==> config.mk <==
export PLATFORM = sky130hd
export DESIGN_NAME = apb4_slave_if_ws
export DESIGN_NICKNAME = d
export VERILOG_FILES = /design/src/rtl/apb4_slv_pkg.sv /design/src/rtl/apb4_slv_wait_cnt.sv /design/src/rtl/apb4_slave_if_ws.sv
export SDC_FILE = /design/constraint.sdc
export NUM_CORES = 1
export LEC_CHECK = 0
export CAP_MARGIN = 15
export CORE_UTILIZATION = 45
export CTS_CLUSTER_SIZE = 8
export DETAILED_ROUTE_END_ITERATION = 10
export PLACE_DENSITY = 0.79
export SLEW_MARGIN = 10
export SYNTH_ARGS = -nofsm -noshare
export SYNTH_HDL_FRONTEND = slang
export SYNTH_SLANG_ARGS = --single-unit
export TNS_END_PERCENT = 5
==> constraint.sdc <==
create_clock -name pclk -period 4.7 [get_ports pclk]
set_input_delay 0.47 -clock pclk [delete_from_list [all_inputs] [get_ports pclk]]
set_output_delay 0.47 -clock pclk [all_outputs]
set_load 0.02 [all_outputs]
==> src/rtl/apb4_slv_pkg.sv <==
// -----------------------------------------------------------------------------
// apb4_slv_pkg
// Shared types and helpers for the APB4 slave front-end (apb4_slave_if_ws)
// and its wait/timeout counter.
//   state_e      : transfer FSM states
//   RESP_*       : PSLVERR encodings
//   strb_width() : byte-strobe width for a given data width
// -----------------------------------------------------------------------------
package apb4_slv_pkg;

   typedef enum logic [1:0] {
      ST_IDLE = 2'd0,
      ST_REQ  = 2'd1,
      ST_WAIT = 2'd2,
      ST_RESP = 2'd3
   } state_e;

   localparam logic RESP_OKAY   = 1'b0;
   localparam logic RESP_SLVERR = 1'b1;

   function automatic int strb_width(input int data_width);
      return data_width / 8;
   endfunction

endpackage

==> src/rtl/apb4_slv_wait_cnt.sv <==
// -----------------------------------------------------------------------------
// apb4_slv_wait_cnt
// Saturating cycle counter for the register-access phase of an APB transfer.
// Counts up while enabled, stops at TIMEOUT (never wraps).
//   pclk, preset : clock, asynchronous active-high reset
//   clr          : synchronous clear to 0 (wins over en)
//   en           : count one cycle
//   min_done     : count >= WAIT_CYCLES (minimum wait states served)
//   timeout      : count == TIMEOUT
// -----------------------------------------------------------------------------
module apb4_slv_wait_cnt #(
   parameter int unsigned WAIT_CYCLES = 0,
   parameter int unsigned TIMEOUT     = 16
) (
   input  logic pclk,
   input  logic preset,
   input  logic clr,
   input  logic en,
   output logic min_done,
   output logic timeout
);

   localparam int unsigned      CNT_W     = $clog2(TIMEOUT + 1);
   localparam logic [CNT_W-1:0] TIMEOUT_C = CNT_W'(TIMEOUT);

   logic [CNT_W-1:0] count_q, count_d;

   always_comb begin
      count_d = count_q;
      if (clr) begin
         count_d = '0;
      end else if (en && (count_q != TIMEOUT_C)) begin
         count_d = count_q + 1'b1;
      end
   end

   // NOTE: state registers use non-blocking assignments so every flop samples
   // the pre-edge value of its inputs regardless of process ordering.
   always_ff @(posedge pclk or posedge preset) begin
      if (preset) begin
         count_q <= '0;
      end else begin
         count_q <= count_d;
      end
   end

   // With no minimum wait the threshold is trivially met; avoid a constant
   // comparison against zero.
   generate
      if (WAIT_CYCLES == 0) begin : g_no_wait
         assign min_done = 1'b1;
      end else begin : g_wait
         assign min_done = (count_q >= CNT_W'(WAIT_CYCLES));
      end
   endgenerate

   assign timeout = (count_q == TIMEOUT_C);

endmodule

==> src/rtl/apb4_slave_if_ws.sv <==
// -----------------------------------------------------------------------------
// apb4_slave_if_ws
// APB4 slave front-end that turns an APB transfer into a one-cycle register
// request (read_en / write_en) and waits for reg_ready. Adds WAIT_CYCLES
// minimum wait states, a TIMEOUT on reg_ready and an address-range check;
// timeout and out-of-range accesses complete with PSLVERR. All outputs are
// registered. FSM: IDLE -> REQ -> WAIT -> RESP -> IDLE.
//
// Optional feature (macro APB4_SLV_PPROT_CHECK_EN):
//   defined   : unprivileged writes (pprot[0]=0) are rejected like an
//               out-of-range address (no write_en, PSLVERR).
//   undefined : pprot is ignored.
//
// Ports
//   pclk, preset          clock, asynchronous active-high reset
//   psel, penable, pwrite APB control
//   paddr, pwdata, pstrb  APB address / write data / byte strobes
//   pprot                 APB protection attributes
//   prdata, pready,       APB response
//   pslverr
//   addr, wdata,          register request, held from request to response
//   byte_strobe           (byte_strobe is 0 for reads)
//   read_en, write_en     one-cycle register request pulses
//   rdata, reg_ready      register response
// -----------------------------------------------------------------------------
module apb4_slave_if_ws
   import apb4_slv_pkg::*;
#(
   parameter int unsigned ADDRWIDTH   = 12,
   parameter int unsigned DATAWIDTH   = 32,
   parameter int unsigned ADDR_LIMIT  = 'hFFC,
   parameter int unsigned WAIT_CYCLES = 0,
   parameter int unsigned TIMEOUT     = 16
) (
   input  logic                             pclk,
   input  logic                             preset,
   input  logic                             psel,
   input  logic [ADDRWIDTH-1:0]             paddr,
   input  logic                             penable,
   input  logic                             pwrite,
   input  logic [DATAWIDTH-1:0]             pwdata,
   input  logic [strb_width(DATAWIDTH)-1:0] pstrb,
   input  logic [2:0]                       pprot,
   output logic [DATAWIDTH-1:0]             prdata,
   output logic                             pready,
   output logic                             pslverr,
   output logic [ADDRWIDTH-1:0]             addr,
   output logic                             read_en,
   output logic                             write_en,
   output logic [strb_width(DATAWIDTH)-1:0] byte_strobe,
   output logic [DATAWIDTH-1:0]             wdata,
   input  logic [DATAWIDTH-1:0]             rdata,
   input  logic                             reg_ready
);

   localparam int unsigned          STRB_W       = strb_width(DATAWIDTH);
   localparam logic [ADDRWIDTH-1:0] ADDR_LIMIT_C = ADDRWIDTH'(ADDR_LIMIT);

   state_e                 state_q, state_d;
   logic [ADDRWIDTH-1:0]   addr_q, addr_d;
   logic [DATAWIDTH-1:0]   wdata_q, wdata_d;
   logic [STRB_W-1:0]      strb_q, strb_d;
   logic                   pwrite_q, pwrite_d;
   logic                   err_q, err_d;
   logic                   read_en_q, read_en_d;
   logic                   write_en_q, write_en_d;
   logic                   pready_q, pready_d;
   logic                   pslverr_q, pslverr_d;
   logic [DATAWIDTH-1:0]   prdata_q, prdata_d;
   logic                   ready_seen_q, ready_seen_d;
   logic [DATAWIDTH-1:0]   rdata_hold_q, rdata_hold_d;

   logic cnt_clr, cnt_en, min_done, cnt_timeout;
   logic setup_err;
   logic ready_hit;
   logic pprot_unused;

   // Access rejected at setup time: it never reaches the register bank.
`ifdef APB4_SLV_PPROT_CHECK_EN
   assign setup_err    = (paddr > ADDR_LIMIT_C) || (pwrite && !pprot[0]);
   assign pprot_unused = ^pprot[2:1];
`else
   assign setup_err    = (paddr > ADDR_LIMIT_C);
   assign pprot_unused = ^pprot;
`endif

   // A reg_ready seen while minimum wait states are still running counts.
   assign ready_hit = reg_ready || ready_seen_q;

   apb4_slv_wait_cnt #(
      .WAIT_CYCLES (WAIT_CYCLES),
      .TIMEOUT     (TIMEOUT)
   ) u_wait_cnt (
      .pclk     (pclk),
      .preset   (preset),
      .clr      (cnt_clr),
      .en       (cnt_en),
      .min_done (min_done),
      .timeout  (cnt_timeout)
   );

   always_comb begin
      // NOTE: every signal assigned here gets a default first, so no path
      // through the case leaves one unassigned and no latch is inferred.
      state_d      = state_q;
      addr_d       = addr_q;
      wdata_d      = wdata_q;
      strb_d       = strb_q;
      pwrite_d     = pwrite_q;
      err_d        = err_q;
      read_en_d    = 1'b0;
      write_en_d   = 1'b0;
      pready_d     = 1'b0;
      pslverr_d    = RESP_OKAY;
      prdata_d     = prdata_q;
      ready_seen_d = ready_seen_q;
      rdata_hold_d = rdata_hold_q;
      cnt_clr      = 1'b0;
      cnt_en       = 1'b0;

      unique case (state_q)
         ST_IDLE: begin
            // The counter is cleared here so it reads 0 during REQ.
            cnt_clr      = 1'b1;
            ready_seen_d = 1'b0;
            if (psel && !penable) begin
               addr_d     = paddr;
               pwrite_d   = pwrite;
               wdata_d    = pwdata;
               strb_d     = pwrite ? pstrb : '0;
               err_d      = setup_err;
               // Request pulses are registered, so they are raised on the
               // edge that enters REQ and are visible for exactly that cycle.
               read_en_d  = !pwrite && !setup_err;
               write_en_d = pwrite && !setup_err;
               state_d    = ST_REQ;
            end
         end

         ST_REQ, ST_WAIT: begin
            cnt_en = 1'b1;
            if (!psel) begin
               // Master abandoned the transfer: no response is issued.
               state_d      = ST_IDLE;
               ready_seen_d = 1'b0;
            end else if (err_q) begin
               state_d   = ST_RESP;
               pready_d  = 1'b1;
               pslverr_d = RESP_SLVERR;
               prdata_d  = '0;
            end else if (ready_hit && min_done) begin
               // reg_ready beats the timeout when both land in one cycle.
               state_d   = ST_RESP;
               pready_d  = 1'b1;
               pslverr_d = RESP_OKAY;
               if (pwrite_q) begin
                  prdata_d = '0;
               end else begin
                  prdata_d = reg_ready ? rdata : rdata_hold_q;
               end
            end else if (cnt_timeout) begin
               state_d   = ST_RESP;
               pready_d  = 1'b1;
               pslverr_d = RESP_SLVERR;
               prdata_d  = '0;
            end else begin
               state_d = ST_WAIT;
               if (reg_ready) begin
                  ready_seen_d = 1'b1;
                  rdata_hold_d = rdata;
               end
            end
         end

         ST_RESP: begin
            state_d = ST_IDLE;
         end

         default: begin
            state_d = ST_IDLE;
         end
      endcase
   end

   always_ff @(posedge pclk or posedge preset) begin
      if (preset) begin
         state_q      <= ST_IDLE;
         addr_q       <= '0;
         wdata_q      <= '0;
         strb_q       <= '0;
         pwrite_q     <= 1'b0;
         err_q        <= 1'b0;
         read_en_q    <= 1'b0;
         write_en_q   <= 1'b0;
         pready_q     <= 1'b0;
         pslverr_q    <= RESP_OKAY;
         prdata_q     <= '0;
         ready_seen_q <= 1'b0;
         rdata_hold_q <= '0;
      end else begin
         state_q      <= state_d;
         addr_q       <= addr_d;
         wdata_q      <= wdata_d;
         strb_q       <= strb_d;
         pwrite_q     <= pwrite_d;
         err_q        <= err_d;
         read_en_q    <= read_en_d;
         write_en_q   <= write_en_d;
         pready_q     <= pready_d;
         pslverr_q    <= pslverr_d;
         prdata_q     <= prdata_d;
         ready_seen_q <= ready_seen_d;
         rdata_hold_q <= rdata_hold_d;
      end
   end

   assign prdata      = prdata_q;
   assign pready      = pready_q;
   assign pslverr     = pslverr_q;
   assign addr        = addr_q;
   assign read_en     = read_en_q;
   assign write_en    = write_en_q;
   assign byte_strobe = strb_q;
   assign wdata       = wdata_q;

endmodule

Yosys cells after proc, flatten, opt, wreduce, memory -nomap -nowiden
Index checks and enable logic that the tools add are counted.
{ "op_classes": {"add_sub_neg": 1, "n_mul": 0, "div_mod_pow": 0, "magnitude_cmp": 1, "n_eq_ne": 10, "n_shift": 0, "n_mux": 35, "n_bitwise": 3, "n_reduce_logical": 17} }
{ "ops": {"columns": ["cell", "count"], "rows": [
  ["32-bit two-way mux", 5],
  ["1-bit two-way mux", 23],
  ["12-bit > comparator (second input constant)", 1],
  ["3-bit inequality test (second input constant)", 4],
  ["5-bit two-way mux", 2],
  ["5-bit AND reduction", 2],
  ["2-bit one-hot mux with 3 select lines", 1],
  ["5-bit by 1-bit adder with 5-bit output (second input constant)", 1],
  ["5-bit == test (second input constant)", 1],
  ["5-bit inequality test (second input constant)", 1],
  ["2-bit == test (second input constant)", 2],
  ["1-bit logical AND", 4],
  ["2-bit two-way mux", 2],
  ["4-bit two-way mux", 1],
  ["2-bit nonzero test", 2],
  ["1-bit logical NOT", 3],
  ["1-bit inverter", 3],
  ["3-bit AND reduction", 1],
  ["3-bit nonzero test", 1],
  ["2-bit by 1-bit == test with 1-bit output (second input constant)", 1],
  ["2-bit logical NOT", 1],
  ["2-bit inequality test (second input constant)", 1],
  ["1-bit one-hot mux with 2 select lines", 1],
  ["2-bit AND reduction", 1],
  ["2 further kinds", 2]
]} }
{ "word_totals": {"regBits": 126, "latch_bits": 0, "ram_bits": 0, "mem_bits_ro": 0, "in_bits": 89, "out_inout_bits": 84, "mem_count": 0} }

Depth between registers and ports, before layout
{ "depth": {"ltp_word": 6, "depth_mapped": 7, "depth_no_buf": 5} }

By module
From an unflattened synthesis, not the netlist that was laid out.
{ "unflattened": {"hier_cells": 388, "hier_area_um2": 5487.8} }
{ "by_module_without_submodules": {"columns": ["module", "instances", "cells_each", "area_per_inst_um2", "seq_area_each_um2"], "rows": [
  ["apb4_slave_if_ws", 1, 358, 5192.5, 3027.9],
  ["apb4_slv_wait_cnt", 1, 30, 295.3, 125.1]
]} }

Least setup slack after synthesis
No wires, ideal clock.
{ "synth_timing": {"kind": "register to register", "from": "register state_q[0]", "to": "register prdata_q[10], in the netlist prdata[10]", "setup_time_ns": 0.075, "t_arrival_ns": 1.706, "t_required_ns": 4.625, "setup_slack_ns": 2.919, "path_stages_with_launch": 8, "path_buffers": 2, "synth_period_minus_slack_ns": 1.781, "path_cell_list": "dfrtp_1 inv_1 ha_1 nand2_2 or4_1 buf_2 buf_6 o2bb2ai_2"} }
{ "synth_via": {"elab_chain_cells": 3} }
{ "synth_rtl": {"columns": ["element", "line_no", "source"], "rows": [
  ["start: declaration", "apb4_slave_if_ws.sv:59", "state_e state_q, state_d;"],
  ["start signal: assignment", "apb4_slave_if_ws.sv:201", "state_q <= state_d;"],
  ["2-bit by 1-bit == test with 1-bit output / 2-bit == test (equally long branches)", "apb4_slave_if_ws.sv:121", "unique case (state_q)"],
  ["2-bit OR reduction (*)", "apb4_slave_if_ws.sv:121", null],
  ["3-bit AND reduction (no source line) (*)", null, null],
  ["end signal: assignment", "apb4_slave_if_ws.sv:211", "prdata_q <= prdata_d;"],
  ["end: declaration", "apb4_slave_if_ws.sv:69", "logic [DATAWIDTH-1:0] prdata_q, prdata_d;"]
]} }
Every way passes the cells marked *; elsewhere a longest branch is shown, timed or not.
A chain may end at the register's enable or synchronous reset.

Final worst setup path
{ "layout_timing": {"from": "register state_q[0]", "to": "register prdata_q[26], in the netlist prdata[26]"} }
The elaborated chain is that of the path after synthesis.

==> results.toml <==
[status]
status = "complete, no violations"

[cts]
clk_root_buffer_cell = "clkbuf_8"
cts_tree = "built"
clk_pin_slew_ns = 0.06
clkLatencyLatePin_ns = 0.52
cts_setup_buffers = 0
post_cts_resized = 0
cts_hold_buf = 0
cts_htree_levels = 4
cts_buffers = 17
cts_sinks = 126
clockBufferDepth = 2

[grt]
use_met2_pct = 30.7
antenna_found_initial = 0
track_usage_pct = 20.0
use_met1_pct = 24.2
grt_util_met3_pct = 11.0
grt_pass1_wl_um = 17000
grt_pass1_vias = 3398
grt.overflow.total = 0
busiest_layer = "met2"
grt_max_degree = 57

[synthesis]
ys_seq_elements = 126
ys.flop_type = "dfrtp_1"
synth_area_um2 = 4960
synth_area_leaders = "dfrtp_1 64%, mux2_2 11%, mux2i_1 6.9%, o2bb2ai_1 3.7%, o2bb2ai_2 3.3%"
yosysSeqAreaShare_pct = 63.6
synth_top_area_share_pct = 63.6
mappedNetlistNets = 441
synth-edff-count = 0
async_reset_ff_share_pct = 100
ys_warn_count = 0
synth_most_common_cell = "dfrtp_1"
synth_top_area_cell = "dfrtp_1"
synth_area_per_cell_um2 = 14.2
netlist_top_cells_count = "126 x dfrtp_1, 47 x mux2_2, 38 x clkbuf_1"
syn_inst = 348
yosysUniqueCellTypes = 32

[placement]
place_congestion = 0.690
dpl_cell_area_um2 = 6640
place_hpwl_um = 7420
dp_cells = 609
post-place-ws_ns = 2.50
portBuffers = 169

[drt]
wl_um = 10900
vias_per_cell = 4.97
drt_iter0_drc = 97
num_vias = 3186
drc = 0
first_pass_iters = 4
ant_nets = 0
wl_per_cell_um = 17.0

[die]
core-area_um2 = 10500
num_rows = 37
initial_utilization_pct = 47.2
die_h_um = 107
io_pins = 173
die-width_um = 107
die_area_um2 = 11400

[setup_path]
path_buf_inv = 2
cp_cell_sequence = "inv_1, ha_1, nand2_2, or4_1, buf_4, o2bb2ai_1"
crit_path_end_kind = "flip-flop"
crit_required_ns = 5.13
cp_slowest_cell = "or4_1"
critPathLaunchType = "flip-flop"
crit_fanout = 32
path_class = "flip-flop to flip-flop"
slowest_delay_ns = 0.47
cp_data_arrival_time_ns = 2.47
critical-path-top-delay-family = "simple AND/OR/NAND/NOR gates"

[timing]
max_freq_ghz = 0.489
finalWorstSetupSlack_ns = 2.66
rsz0062_at_grt = "false"
fin_crit_sh_pct = 43.5
slew_viol_final = 0
finalSetupTns_ns = 0
worst-slew-pin-transition_ns = 0.663
skew_ns = 0.0122
relSlewSlack_pct = 55.8
post-route-min-period_ns = 2.04
hold-worst-slack_ns = 0.306
hold_viol = 0
setup_viol = 0

[final_layout]
n_antenna_cell = 0
fin_nets = 585
instances_no_fill = 641
drive_above_1_share_pct = 19.8
design_area_um2 = 7180
fin_util_pct = 68.3
area_delta_synth_final_pct = 44.8

[power_and_ir_drop]
cellLeakagePower_nw = 3.19
ir_drop_mv = 0.396
finalPower_mw = 4.70
power_density_nw_per_um2 = 655

[min_path]
min_path_type = "input port to asynchronous set/reset pin"

[job]
drv_cap = 0
## cell type report
cell class | instances | area, µm²
clock buffers | 18 | 428
clock inverters | 14 | 110
fillers | 769 | 3330
inverters | 6 | 25.0
multi-input cells | 166 | 1560
flip-flops and latches | 126 | 3150
well taps | 136 | 170
repair buffers | 175 | 1730
## worst reg2reg max path, delay by kind of cell (launching register included)
kind | cells | cell delay [ns]
simple gates | 2 | 0.58
fa+ha+maj | 1 | 0.43
flops | 1 | 0.38
buf+inv | 2 | 0.35
compound gates | 1 | 0.24
## report_power, final
| part | leakage [nW] | internal, mW | switching [mW] | total [mW] |
|---|---|---|---|---|
| logic | 1.29 | 0.987 | 0.885 | 1.87 |
| registers | 1.64 | 1.45 | 0.206 | 1.66 |
| clock network | 0.261 | 0.671 | 0.501 | 1.17 |
| total | 3.19 | 3.11 | 1.59 | 4.70 |
## placed cells by master, fill, tap and decap left out, types with 2 or more instances in the layout
master / netlist / layout
o2bb2ai_2: 11 / 11
clkinv_4: 0 / 2
clkbuf_16: 0 / 16
o2bb2ai_1: 21 / 21
nor3_1: 2 / 2
xor2_1: 2 / 2
nand2b_1: 3 / 3
clkbuf_8: 0 / 2
mux2_2: 47 / 47
clkdlybuf4s50_1: 0 / 168
mux2i_1: 34 / 34
buf_4: 1 / 6
ha_1: 4 / 4
nand4_1: 4 / 4
o21ai_0: 4 / 4
nand2_1: 11 / 11
inv_1: 6 / 5
dfrtp_1: 126 / 126
nor2_1: 8 / 8
a21oi_1: 3 / 3
clkinvlp_4: 0 / 3
inv_6: 0 / 5
clkinv_2: 0 / 3
## registers in the layout (all words and copies together), names as in the netlist, 2 cells and up
name / flops
wdata: 32
state_q: 2
u_wait_cnt.count_q: 5
addr: 12
prdata: 32
byte_strobe: 4
rdata_hold_q: 32
## logic make-up after synthesis
group                    share of synthesized area (%)
AO/OA/AOI/OAI                                     8.79
XOR/XNOR                                         0.354
adder cells (fa/ha/maj)                           1.01
buffers and inverters                             4.95
flip-flops                                        63.6
multiplexers                                      17.5
AND/OR/NAND/NOR                                   3.74
## final timing paths
check / from / end / slack [ns] / cells after the start
min in group pclk: rdata_hold_q[10]$_DFFE_PP0P_ / rdata_hold_q[10]$_DFFE_PP0P_ / 0.37 / 0
setup / recovery: state_q[0]$_DFFE_PP0P_ / prdata[26]$_DFFE_PP0P_ / 2.66 / 6
hold reg to reg: rdata_hold_q[10]$_DFFE_PP0P_ / rdata_hold_q[10]$_DFFE_PP0P_ / 0.37 / 0
hold / removal: preset / wdata[24]$_DFFE_PP0P_ / 0.31 / 2
setup reg to reg: state_q[0]$_DFFE_PP0P_ / prdata[26]$_DFFE_PP0P_ / 2.66 / 6
max in group asynchronous: preset / prdata[31]$_DFFE_PP0P_ / 3.43 / 3
## layer usage
metal / vias up / share of wire (%)
met1: 1553 / 42
li1: 1490 / -
met3: 7 / 10
met4: 0 / 0.88
met5: - / 0
met2: 136 / 47
Power figures use the tool's default switching activity.
==> edit 1, RTL diff (config.mk and constraints unchanged) <==
Remove the register `pslverr_q`: a continuous assignment takes its place, so the output `pslverr` follows one clock earlier.
--- a/src/rtl/apb4_slave_if_ws.sv
+++ b/src/rtl/apb4_slave_if_ws.sv
@@ -194,5 +194,4 @@
          write_en_q   <= 1'b0;
          pready_q     <= 1'b0;
-         pslverr_q    <= RESP_OKAY;
          prdata_q     <= '0;
          ready_seen_q <= 1'b0;
@@ -208,5 +207,4 @@
          write_en_q   <= write_en_d;
          pready_q     <= pready_d;
-         pslverr_q    <= pslverr_d;
          prdata_q     <= prdata_d;
          ready_seen_q <= ready_seen_d;
@@ -214,4 +212,6 @@
       end
    end
+
+   assign pslverr_q = pslverr_d;
 
    assign prdata      = prdata_q;
Formal check against the unedited RTL: not equivalent (Yosys sat finds a counterexample within 4 cycles, from zero or initial values and one cycle with preset high).
==> edit 1 against the original RTL <==
  * Core utilization up 0.39 points
  * Sequential cell count down 1
  * Non-clock buffer count down 1
  * Total power up 2.1%
  * Synthesized cell count down 0.29%
  * Area after synthesis down 0.50%
  * Setup slack worse by 0.76 ns
  * Clock skew down 0.0042 ns
  * Wire length up 1.9%
  * Critical path depth unchanged
  * Count of clock-buffer cells in the layout unchanged
  * Sequential share of layout area down 0.40 points
  * Final area up 0.12%
  * Largest power group unchanged
==> edit 1: results (changes against the original RTL) <==
| Metric | Value |
|---|---|
| Register area | 0.003128 sq mm (was 0.003153 sq mm) |
| WL/cell | 17.33 um (was 16.95 um) |
| Synth Area in Adders | 1.015% (was 1.010%) |
| WL met1 | 4589 um (was 4595 um) |
| Met2 usage | 31.94% (was 30.74%) |
| ClkCell Share | 8.063% (was 7.498%) |
| Area contributors post-synth | dfrtp_1, mux2_2, mux2i_1 (unchanged) |
| Post-Layout Cell Count | 639 (was 641) |
| Dpl ws | 1.989 ns (was 2.498 ns) |
| Skew final | 0.007933 ns (was 0.01215 ns) |
| Multi-input logic portion of the cell area | 21.68% (was 21.71%) |
| Synth Area in Compound Gates | 8.830% (was 8.786%) |
| Total track usage | 20.84% (was 19.97%) |
| Placed wire-length estimate | 7528 um (was 7420 um) |
| Worst Path Max Fanout | 4 (was 32) |
| Die area | 0.01138 sq mm (was 0.01144 sq mm) |
| Status | finished, final reports clean (unchanged) |
| Fill cells | 756 (was 769) |
| Register bit total from synthesis | 125 (was 126) |
| Non-clk bufs | 174 (was 175) |
| Critical Path Start | u_wait_cnt.count_q[0] (was state_q[0]) |
| Vias in the first global route | 3,445 (was 3,398) |
| CP Data Arrival Time | 2.34 ns (was 2.47 ns) |
| Register area share after synthesis | 63.44% (was 63.62%) |
| DP Cell Count | 607 (was 609) |
| Synth Net Count | 440 (was 441) |
| Grt met1 use | 24.28% (was 24.19%) |
| Fin nets | 583 (was 585) |
-- edit 1: cell types whose count changed after synthesis --
| cell | unedited run | this run |
|---|---|---|
| dfrtp_1 | 126 | 125 |
-- edit 1: power by group --
part / leakage [nW] / internal (W) / switching (W)
Sequential: 1.63 / 0.00144 / 0.000212
Clock: 0.267 / 0.000764 / 0.000497
Combinational: 1.28 / 0.000987 / 0.000898
Total: 3.17 / 0.00319 / 0.00161
-- edit 1: path summary, 6_finish.rpt --
kind | slack [ns] | endpoint | cells past startpoint
min | 0.32 | wdata[24] | 2
min in group pclk | 0.37 | rdata_hold_q[8] | 0
min reg2reg | 0.37 | rdata_hold_q[8] | 0
max reg2reg | 2.32 | prdata[3] | 6
max | 1.89 | pslverr | 6
max in group asynchronous | 3.44 | rdata_hold_q[6] | 3
==> edit 2, RTL diff (config.mk and constraints unchanged) <==
Made on the original files. `TIMEOUT` is set to 16 in 2 places; all go to 64.
--- a/src/rtl/apb4_slv_wait_cnt.sv
+++ b/src/rtl/apb4_slv_wait_cnt.sv
@@ -11,5 +11,5 @@
 module apb4_slv_wait_cnt #(
    parameter int unsigned WAIT_CYCLES = 0,
-   parameter int unsigned TIMEOUT     = 16
+   parameter int unsigned TIMEOUT     = 64
 ) (
    input  logic pclk,
--- a/src/rtl/apb4_slave_if_ws.sv
+++ b/src/rtl/apb4_slave_if_ws.sv
@@ -31,5 +31,5 @@
    parameter int unsigned ADDR_LIMIT  = 'hFFC,
    parameter int unsigned WAIT_CYCLES = 0,
-   parameter int unsigned TIMEOUT     = 16
+   parameter int unsigned TIMEOUT     = 64
 ) (
    input  logic                             pclk,
Check against the original RTL: same outputs for any inputs over 4 cycles, from zero or initial values and one cycle with preset high; that may be too few to reach the edited logic, so the function may still have changed.
==> edit 2 against the original RTL <==
  * Clock skew fell by 0.0061 ns
  * Total power increased by 1.1%
  * Final area grew 5.1%
  * Wire length rose by 16%
  * Setup slack got worse by 0.29 ns
  * Die area up 5.0%
  * Area after synthesis increased by 5.1%
  * Largest power group unchanged
  * Sequential cell count increased by 2
==> edit 2: results (changes against the original RTL) <==
| Metric | Value |
|---|---|
| Status | finished, final reports clean (unchanged) |
| Yosys cell types | 33 (was 32) |
| CP Data Arrival Time | 2.63 ns (was 2.47 ns) |
| Maximum vdd drop | 429.4 uV (was 395.9 uV) |
| Cts repair resizes | 0 (unchanged) |
| Leakage power | 3.534 nW (was 3.187 nW) |
| PortBufs | 169 (unchanged) |
| GPL Wtd Cong | 0.7381 (was 0.6898) |
| Highest-delay cell along the critical path | nand2_2 (was or4_1) |
| Total track usage | 22.33% (was 19.97%) |
| Syn Area/Cell | 13.02 sq um (was 14.24 sq um) |
| Post-DP Area | 0.006865 sq mm (was 0.006638 sq mm) |
| CTS Buf Count | 17 (unchanged) |
| Synth Net Count | 493 (was 441) |
| Setup Fix Bufs, Post-CTS | 0 (unchanged) |
| Crit-path leading delay family | compound AO/OA/AOI/OAI gates (was simple AND/OR/NAND/NOR gates) |
| Worst Path Max Fanout | 36 (was 32) |
| Clock Pin Slew Worst Setup and Hold Paths | 0.06 ns (about the same) |
| Dpl ws | 2.225 ns (was 2.498 ns) |
| Post-Layout Cell Count | 690 (was 641) |
| Crit-path max cell delay | 0.50 ns (was 0.47 ns) |
| Met2 usage | 38.19% (was 30.74%) |
| Fill cells | 812 (was 769) |
| Commonest cells in the netlist | dfrtp_1, mux2_2, clkbuf_1 (unchanged) |
| Hold WC Path Type | reg -> reg (was in -> async) |
| Grt met1 use | 26.04% (was 24.19%) |
| 1st-iter DRT viols | 119 (was 97) |
| DP Cell Count | 658 (was 609) |
| Drt first pass iters | 4 (unchanged) |
| Vias in the first global route | 3,929 (was 3,398) |
| Worst relative slew slack | 27.88% (was 55.80%) |
| Max H-tree Level | 4 (unchanged) |
| Initial antenna violation count | 0 (unchanged) |
| Worst-Skew Late Latency | 0.41 ns (was 0.52 ns) |
| Via count | 3,643 (was 3,186) |
| Share of cells above drive strength 1 | 19.27% (was 19.80%) |
| WL/cell | 18.26 um (was 16.95 um) |
| Final worst setup slack | 2.369 ns (was 2.657 ns) |
| Fin nets | 630 (was 585) |
| First-pass GRT wire length | 19,890 um (was 17,020 um) |
| Top-area cell type share of the netlist area | 61.51% (was 63.62%) |
| Skew final | 0.006007 ns (was 0.01215 ns) |
| Register area share after synthesis | 61.51% (was 63.62%) |
| Met3 usage | 5.928% (was 11.00%) |
| Area contributors post-synth | dfrtp_1, mux2_2, mux2i_1 (unchanged) |
| Post-synth ARST share | 100.0% (unchanged) |
| Max Buffers Root-to-Sink | 2 (unchanged) |
| Largest net degree at the start of global routing | 57 (unchanged) |
| Count of synthesis-stage warnings from yosys | 0 (unchanged) |
| CTS root buf | clkbuf_16 (was clkbuf_8) |
| Placed wire-length estimate | 8258 um (was 7420 um) |
| Antenna diodes | 0 (unchanged) |
==> edit 2: cell count changes after synthesis, sizes merged, moves of 2 or more <==
| cell | change |
|---|---|
| a21o | +32 |
| buf | +5 |
| clkbuf | +2 |
| dfrtp | +2 |
| nand2 | +2 |
| nor4 | +33 |
| o21ai | +3 |
| o2bb2ai | -32 |
==> edit 2: worst paths after layout <==
kind | startpoint | end | slack, ns | cells after the start
max | state_q[0] | prdata[26] | 2.37 | 6
min | rdata_hold_q[11] | rdata_hold_q[11] | 0.37 | 0
max reg2reg | state_q[0] | prdata[26] | 2.37 | 6
min reg2reg | rdata_hold_q[11] | rdata_hold_q[11] | 0.37 | 0
max in group asynchronous | preset | wdata[0] | 3.23 | 3
min in group asynchronous | preset | prdata[3] | 0.50 | 2
==> edit 2: layout make-up <==
cell class / instances / area (sq um) / area share (%)
clock inverter: 14 / 237.7 / 3.152
timing repair buffer: 175 / 1732 / 22.96
multi-input combinational: 208 / 1727 / 22.89
clock buffer: 18 / 439.2 / 5.823
inverter: 7 / 28.78 / 0.3816
sequential: 128 / 3203 / 42.47
tap: 140 / 175.2 / 2.322
==> edit 2: worst reg2reg max path, stage by stage, from the launching register on <==
cell and delay [ns]:
dfrtp_1 0.38, inv_1 0.06, ha_1 0.44, nand2_2 0.50, a2bb2oi_2 0.31, buf_4 0.26, a21o_2 0.27
==> edit 2: cells by family after synthesis <==
| logic type | after synthesis | share of synthesized area (%) |
|---|---|---|
| fa+ha+maj | 4 | 0.9611 |
| compound gates | 49 | 7.112 |
| simple gates | 72 | 8.001 |
| flops | 128 | 61.51 |
| xor+xnor | 2 | 0.3364 |
| buf+inv | 64 | 5.382 |
| mux | 81 | 16.70 |
==> edit 2: routing by layer <==
layer | share of wire (%) | wire (um)
met5 | 0 | 0
met4 | 2.4 | 303
met3 | 4.2 | 529
met2 | 53 | 6687
met1 | 40 | 5081
==> edit 2: per-stage QoR <==
step / hold WS [ns] / total power, W
2_1_floorplan: 0.4284 / 0.002494
3_3_place_gp: 0.3641 / 0.003217
3_5_place_dp: 0.3646 / 0.003287
4_1_cts: 0.3768 / 0.004792
5_1_grt: 0.3837 / 0.004956
6_report: 0.3732 / 0.004752
==> edit 2: power breakdown <==
part / internal (W) / switching [W] / leakage (nW) / total, W
clock network: 0.00101 / 0.000480 / 0.318 / 0.00149
logic: 0.000839 / 0.000858 / 1.55 / 0.00170
registers: 0.00140 / 0.000167 / 1.67 / 0.00157
